===== src/rtl/booth_divider_seq.sv =====
// booth_divider_seq: sequential radix-2 restoring divider, one quotient bit per cycle
//
// Ports:
//   clk          rising-edge clock
//   resetn       asynchronous active-low reset
//   start        request, sampled only in IDLE or DONE
//   dividend     A, captured on accepted start
//   divisor      M, captured on accepted start
//   busy         high from accept until DONE is entered
//   valid        results valid, held until the next accepted start
//   quotient     A / M, truncated toward zero
//   remainder    A - q*M, sign follows the dividend
//   div_by_zero  set with valid when the divisor is zero
//
// Build option: define DIV_SIGNED_EN for two's-complement operands; unsigned otherwise.
module booth_divider_seq #(
    parameter int WIDTH = 4
) (
    input  logic             clk,
    input  logic             resetn,
    input  logic             start,
    input  logic [WIDTH-1:0] dividend,
    input  logic [WIDTH-1:0] divisor,
    output logic             busy,
    output logic             valid,
    output logic [WIDTH-1:0] quotient,
    output logic [WIDTH-1:0] remainder,
    output logic             div_by_zero
);
    localparam int CW = $clog2(WIDTH);
    typedef enum logic [2:0] {IDLE, CAPT, ITER, FIX, DONE} state_t;
    state_t           state_q, state_d;
    logic [WIDTH-1:0] a_q, a_d, m_q, m_d, qs_q, qs_d, quo_q, quo_d, rem_q, rem_d;
    logic [WIDTH:0]   r_q, r_d, shifted;
    logic [WIDTH+1:0] trial;
    logic [CW-1:0]    cnt_q, cnt_d;
    logic             dz_q, dz_d;
`ifdef DIV_SIGNED_EN
    logic             sa_q, sa_d, sm_q, sm_d;
`endif
    // Shift the next dividend bit into the partial remainder; the extra top bit
    // of the trial difference is its sign, so a clear bit means the divisor fits.
    assign shifted = {r_q[WIDTH-1:0], qs_q[WIDTH-1]};
    assign trial   = {1'b0, shifted} - {2'b0, m_q};
    always_comb begin
        state_d = state_q;
        a_d     = a_q;
        m_d     = m_q;
        qs_d    = qs_q;
        r_d     = r_q;
        cnt_d   = cnt_q;
        quo_d   = quo_q;
        rem_d   = rem_q;
        dz_d    = dz_q;
`ifdef DIV_SIGNED_EN
        sa_d    = sa_q;
        sm_d    = sm_q;
`endif
        case (state_q)
            IDLE, DONE: begin
                if (start) begin
                    state_d = CAPT;
                    a_d     = dividend;
                    m_d     = divisor;
                    dz_d    = 1'b0;
                end
            end
            CAPT: begin
                r_d   = '0;
                cnt_d = '0;
`ifdef DIV_SIGNED_EN
                sa_d  = a_q[WIDTH-1];
                sm_d  = m_q[WIDTH-1];
                qs_d  = a_q[WIDTH-1] ? -a_q : a_q;
                m_d   = m_q[WIDTH-1] ? -m_q : m_q;
`else
                qs_d  = a_q;
`endif
                if (m_q == '0) begin
                    state_d = DONE;
                    quo_d   = '1;
                    rem_d   = a_q;
                    dz_d    = 1'b1;
                end else begin
                    state_d = ITER;
                end
            end
            ITER: begin
                r_d   = trial[WIDTH+1] ? shifted : trial[WIDTH:0];
                qs_d  = {qs_q[WIDTH-2:0], ~trial[WIDTH+1]};
                cnt_d = cnt_q + 1'b1;
                state_d = (cnt_q == CW'(WIDTH-1)) ? FIX : ITER;
            end
            FIX: begin
`ifdef DIV_SIGNED_EN
                quo_d = (sa_q ^ sm_q) ? -qs_q : qs_q;
                rem_d = sa_q ? -r_q[WIDTH-1:0] : r_q[WIDTH-1:0];
`else
                quo_d = qs_q;
                rem_d = r_q[WIDTH-1:0];
`endif
                state_d = DONE;
            end
            default: state_d = IDLE;
        endcase
    end
    always_ff @(posedge clk or negedge resetn) begin
        if (!resetn) begin
            state_q <= IDLE;
            a_q     <= '0;
            m_q     <= '0;
            qs_q    <= '0;
            r_q     <= '0;
            cnt_q   <= '0;
            quo_q   <= '0;
            rem_q   <= '0;
            dz_q    <= 1'b0;
`ifdef DIV_SIGNED_EN
            sa_q    <= 1'b0;
            sm_q    <= 1'b0;
`endif
        end else begin
            state_q <= state_d;
            a_q     <= a_d;
            m_q     <= m_d;
            qs_q    <= qs_d;
            r_q     <= r_d;
            cnt_q   <= cnt_d;
            quo_q   <= quo_d;
            rem_q   <= rem_d;
            dz_q    <= dz_d;
`ifdef DIV_SIGNED_EN
            sa_q    <= sa_d;
            sm_q    <= sm_d;
`endif
        end
    end
    assign busy        = (state_q == CAPT) || (state_q == ITER) || (state_q == FIX);
    assign valid       = (state_q == DONE);
    assign quotient    = quo_q;
    assign remainder   = rem_q;
    assign div_by_zero = dz_q;
endmodule

===== config.mk =====
export PLATFORM = sky130hd
export DESIGN_NAME = booth_divider_seq
export DESIGN_NICKNAME = d
export VERILOG_FILES = /design/src/rtl/booth_divider_seq.sv
export SDC_FILE = /design/constraint.sdc
export NUM_CORES = 1
export LEC_CHECK = 0
export CORE_MARGIN = 3
export CORE_UTILIZATION = 45
export DETAILED_ROUTE_END_ITERATION = 6
export PLACE_DENSITY = 0.79
export SKIP_CTS_REPAIR_TIMING = 1
export SYNTH_ARGS = -nofsm -noshare
export SYNTH_HDL_FRONTEND = slang
export SYNTH_SLANG_ARGS = --single-unit

===== constraint.sdc =====
create_clock -name clk -period 6 [get_ports clk]
set_clock_uncertainty 0.2 [all_clocks]
set_input_delay 1.2 -clock clk [delete_from_list [all_inputs] [get_ports clk]]
set_output_delay 1.2 -clock clk [all_outputs]
set_load 0.005 [all_outputs]

==> metrics.txt <==
Clock transition at path regs 0.09 ns; clk_lat worst skew 0.33 ns; crit path kind flip-flop to primary output; die height 64.7 um; critical path arrival 1.86 ns; Post-synth EDFFs 0; status complete, no violations; First DRT Iteration DRCs 94; Post-Syn Nets 158; relative slew slack 0.595; core box area 3180 um^2; number of I/O pins 22; first-pass GRT wire length 5490 um; CTS tree built; worst reg2reg path endpoint r_q[2]; # nets final 180; FF-to-FF path depth 6; unrepaired setup endpoints after global routing false; ANT cells 0; overall power 1.04 mW; gr ovfl total 0; Most used DFF post-synth dfrtp_1; asr flop ratio synth 1.00; most frequent cells in the layout dfrtp_1 (30), clkdlybuf4s50_1 (21), a21oi_1 (12); final hold viol count 0; CP endpoint valid; initial antenna violation count 0; register bit total from synthesis 30; drt wl/cell 14.8 um; fmax 307 MHz; GR Layer Usage met3 0.0451; Worst Setup End Kind primary output; H-Tree Depth 2; die area 4190 um^2; Setup-failing EPs final 0; M2 GR Usage 0.286; vias in the first global route 1224; Ys Warns 0; Yosys top cell area share 0.483; top post-synthesis cells by area dfrtp_1 (48%), o22ai_1 (4.4%), ha_1 (4.0%), a21oi_1 (3.9%), mux2_2 (3.6%); synthesized instance count 141; mean area per synthesized cell 11.0 um^2; sequential share of power 0.384; Die Span X 64.7 um; library cells used by synthesis 36; Critical Path RT 4.60 ns; register area share after synthesis 0.483; Startpoint Class flip-flop; share of layout cells above drive strength 1 0.140; cell area after layout 1850 um^2; measured slew at the worst slew-check pin 0.607 ns; Longest Clk Path Bufs 2; Final min period 3.26 ns; most common cell after layout, fill and taps aside dfrtp_1; max-slew violations 0; Max IR drop VDD 312 uV; Rows 20; global route hottest layer met2; NetSw 0.406 mW; RePlAce Congestion 0.868; Initial Util 0.489; post-place instance area 1770 um^2; worst min path class flip-flop to flip-flop; antenna-violating nets left 0; clock tree sinks 30; CTS Root Buffer Type clkbuf_4; met1 layer usage reported by global route 0.205; area leader, netlist dfrtp_1; DRC violations left 0; internal power 0.634 mW; Port Buf Inserts 21; Final TNS setup 0 ns; pin count of the biggest net entering global routing 31; non-filler cells, final 208; total CTS buffers 5; HPWL Detailed 2340 um; TritonRoute pass-1 iters 4; Area Overhead vs Synth 18.9%; max-cap violations 0; Leakage 0.800 nW; routed vias/inst 5.42; combinational share of power 0.474; sw frac 0.390; post-place setup slack 3.10 ns; r2r setup slk 3.93 ns; worst setup margin 2.74 ns; final worst-path cycle share 0.543; pwr/cell area 563 nW/um^2; final WL 3070 um; placed insts 200; Clock Power Share 0.142; hold wc startpoint quotient[3]; Netlist Area Pre-Place 1550 um^2; via count 1127; CP Launch Point state_q[2]; Overall Global Routing Usage 0.173; crit path max fanout 10; FF-to-FF Start m_q[2]
[worst max-delay path, cell delays in order, from the launching register on]
cell and delay, ns:
dfrtp_1 0.59, inv_1 0.14, nor3_1 0.24, clkdlybuf4s50_1 0.56
[state kept, by name, summed over array words and instances (netlist names)]
signal and flops:
remainder 4, qs_q 4, state_q 3, a_q 4, cnt_q 2, quotient 4, m_q 4, r_q 4
div_by_zero 1
[cells by family (layout without fill, tap and decap cells)]
family | count (synthesis) | after routing | synth area share
xor+xnor | 1 | 1 | 0.00564
flops | 30 | 30 | 0.483
mux | 10 | 10 | 0.0693
simple gates | 26 | 26 | 0.118
buf+inv | 19 | 42 | 0.0669
fa+ha+maj | 6 | 6 | 0.0532
compound gates | 49 | 49 | 0.203
[metrics by stage]
stage | hold WS (ns) | utilization
2_1_floorplan | 0.270 | -
3_3_place_gp | 0.270 | 0.556
3_5_place_dp | 0.282 | 0.556
4_1_cts | 0.303 | 0.581
5_1_grt | 0.322 | 0.581
6_report | 0.295 | 0.581
[Yosys cell counts (2+ instances only)]
| cell type | number |
|---|---|
| o21ai_0 | 8 |
| ha_1 | 5 |
| a21o_1 | 3 |
| o21ai_1 | 2 |
| buf_4 | 2 |
| o22a_1 | 4 |
| mux2i_1 | 4 |
| nor2_1 | 6 |
| nand2_1 | 6 |
| a22o_1 | 5 |
| buf_6 | 3 |
| nor3_1 | 3 |
| o22ai_1 | 11 |
| dfrtp_1 | 30 |
| a21oi_1 | 12 |
| buf_2 | 2 |
| or3_1 | 2 |
| inv_1 | 11 |
| mux2_2 | 5 |
[area by class of cell]
type,count,area [um^2]
Fill cell,279,1330
Sequential cell,30,751
Multi-Input combinational cell,92,698
Timing Repair Buffer,22,218
Clock buffer,8,78.8
Tap cell,44,55.1
Inverter,12,45.0
[how the worst min path moves through the flow]
stage / endpoint / cells past startpoint / slack, ns
2_1_floorplan: cnt_q[1] / 1 / 0.27
3_3_place_gp: quotient[0] / 1 / 0.27
3_5_place_dp: quotient[3] / 1 / 0.28
4_1_cts: quotient[3] / 1 / 0.30
5_1_grt: quotient[1] / 1 / 0.32
6_report: quotient[3] / 1 / 0.30
[power by group through the flow]
stage / clock (mW) / sequential (mW) / combinational (mW)
global route: 0.162 / 0.411 / 0.565
detailed placement: 0 / 0.402 / 0.495
CTS: 0.152 / 0.398 / 0.497
global placement: 0 / 0.396 / 0.478
finish: 0.147 / 0.399 / 0.493
floorplan: 0 / 0.358 / 0.406
[per-layer routing]
layer  part of all wire  vias to the layer above
met5                  0                        -
met4              0.028                        0
li1                   -                      552
met3              0.042                        9
met2               0.48                       23
met1               0.45                      543
Power figures use the tool's default switching activity.
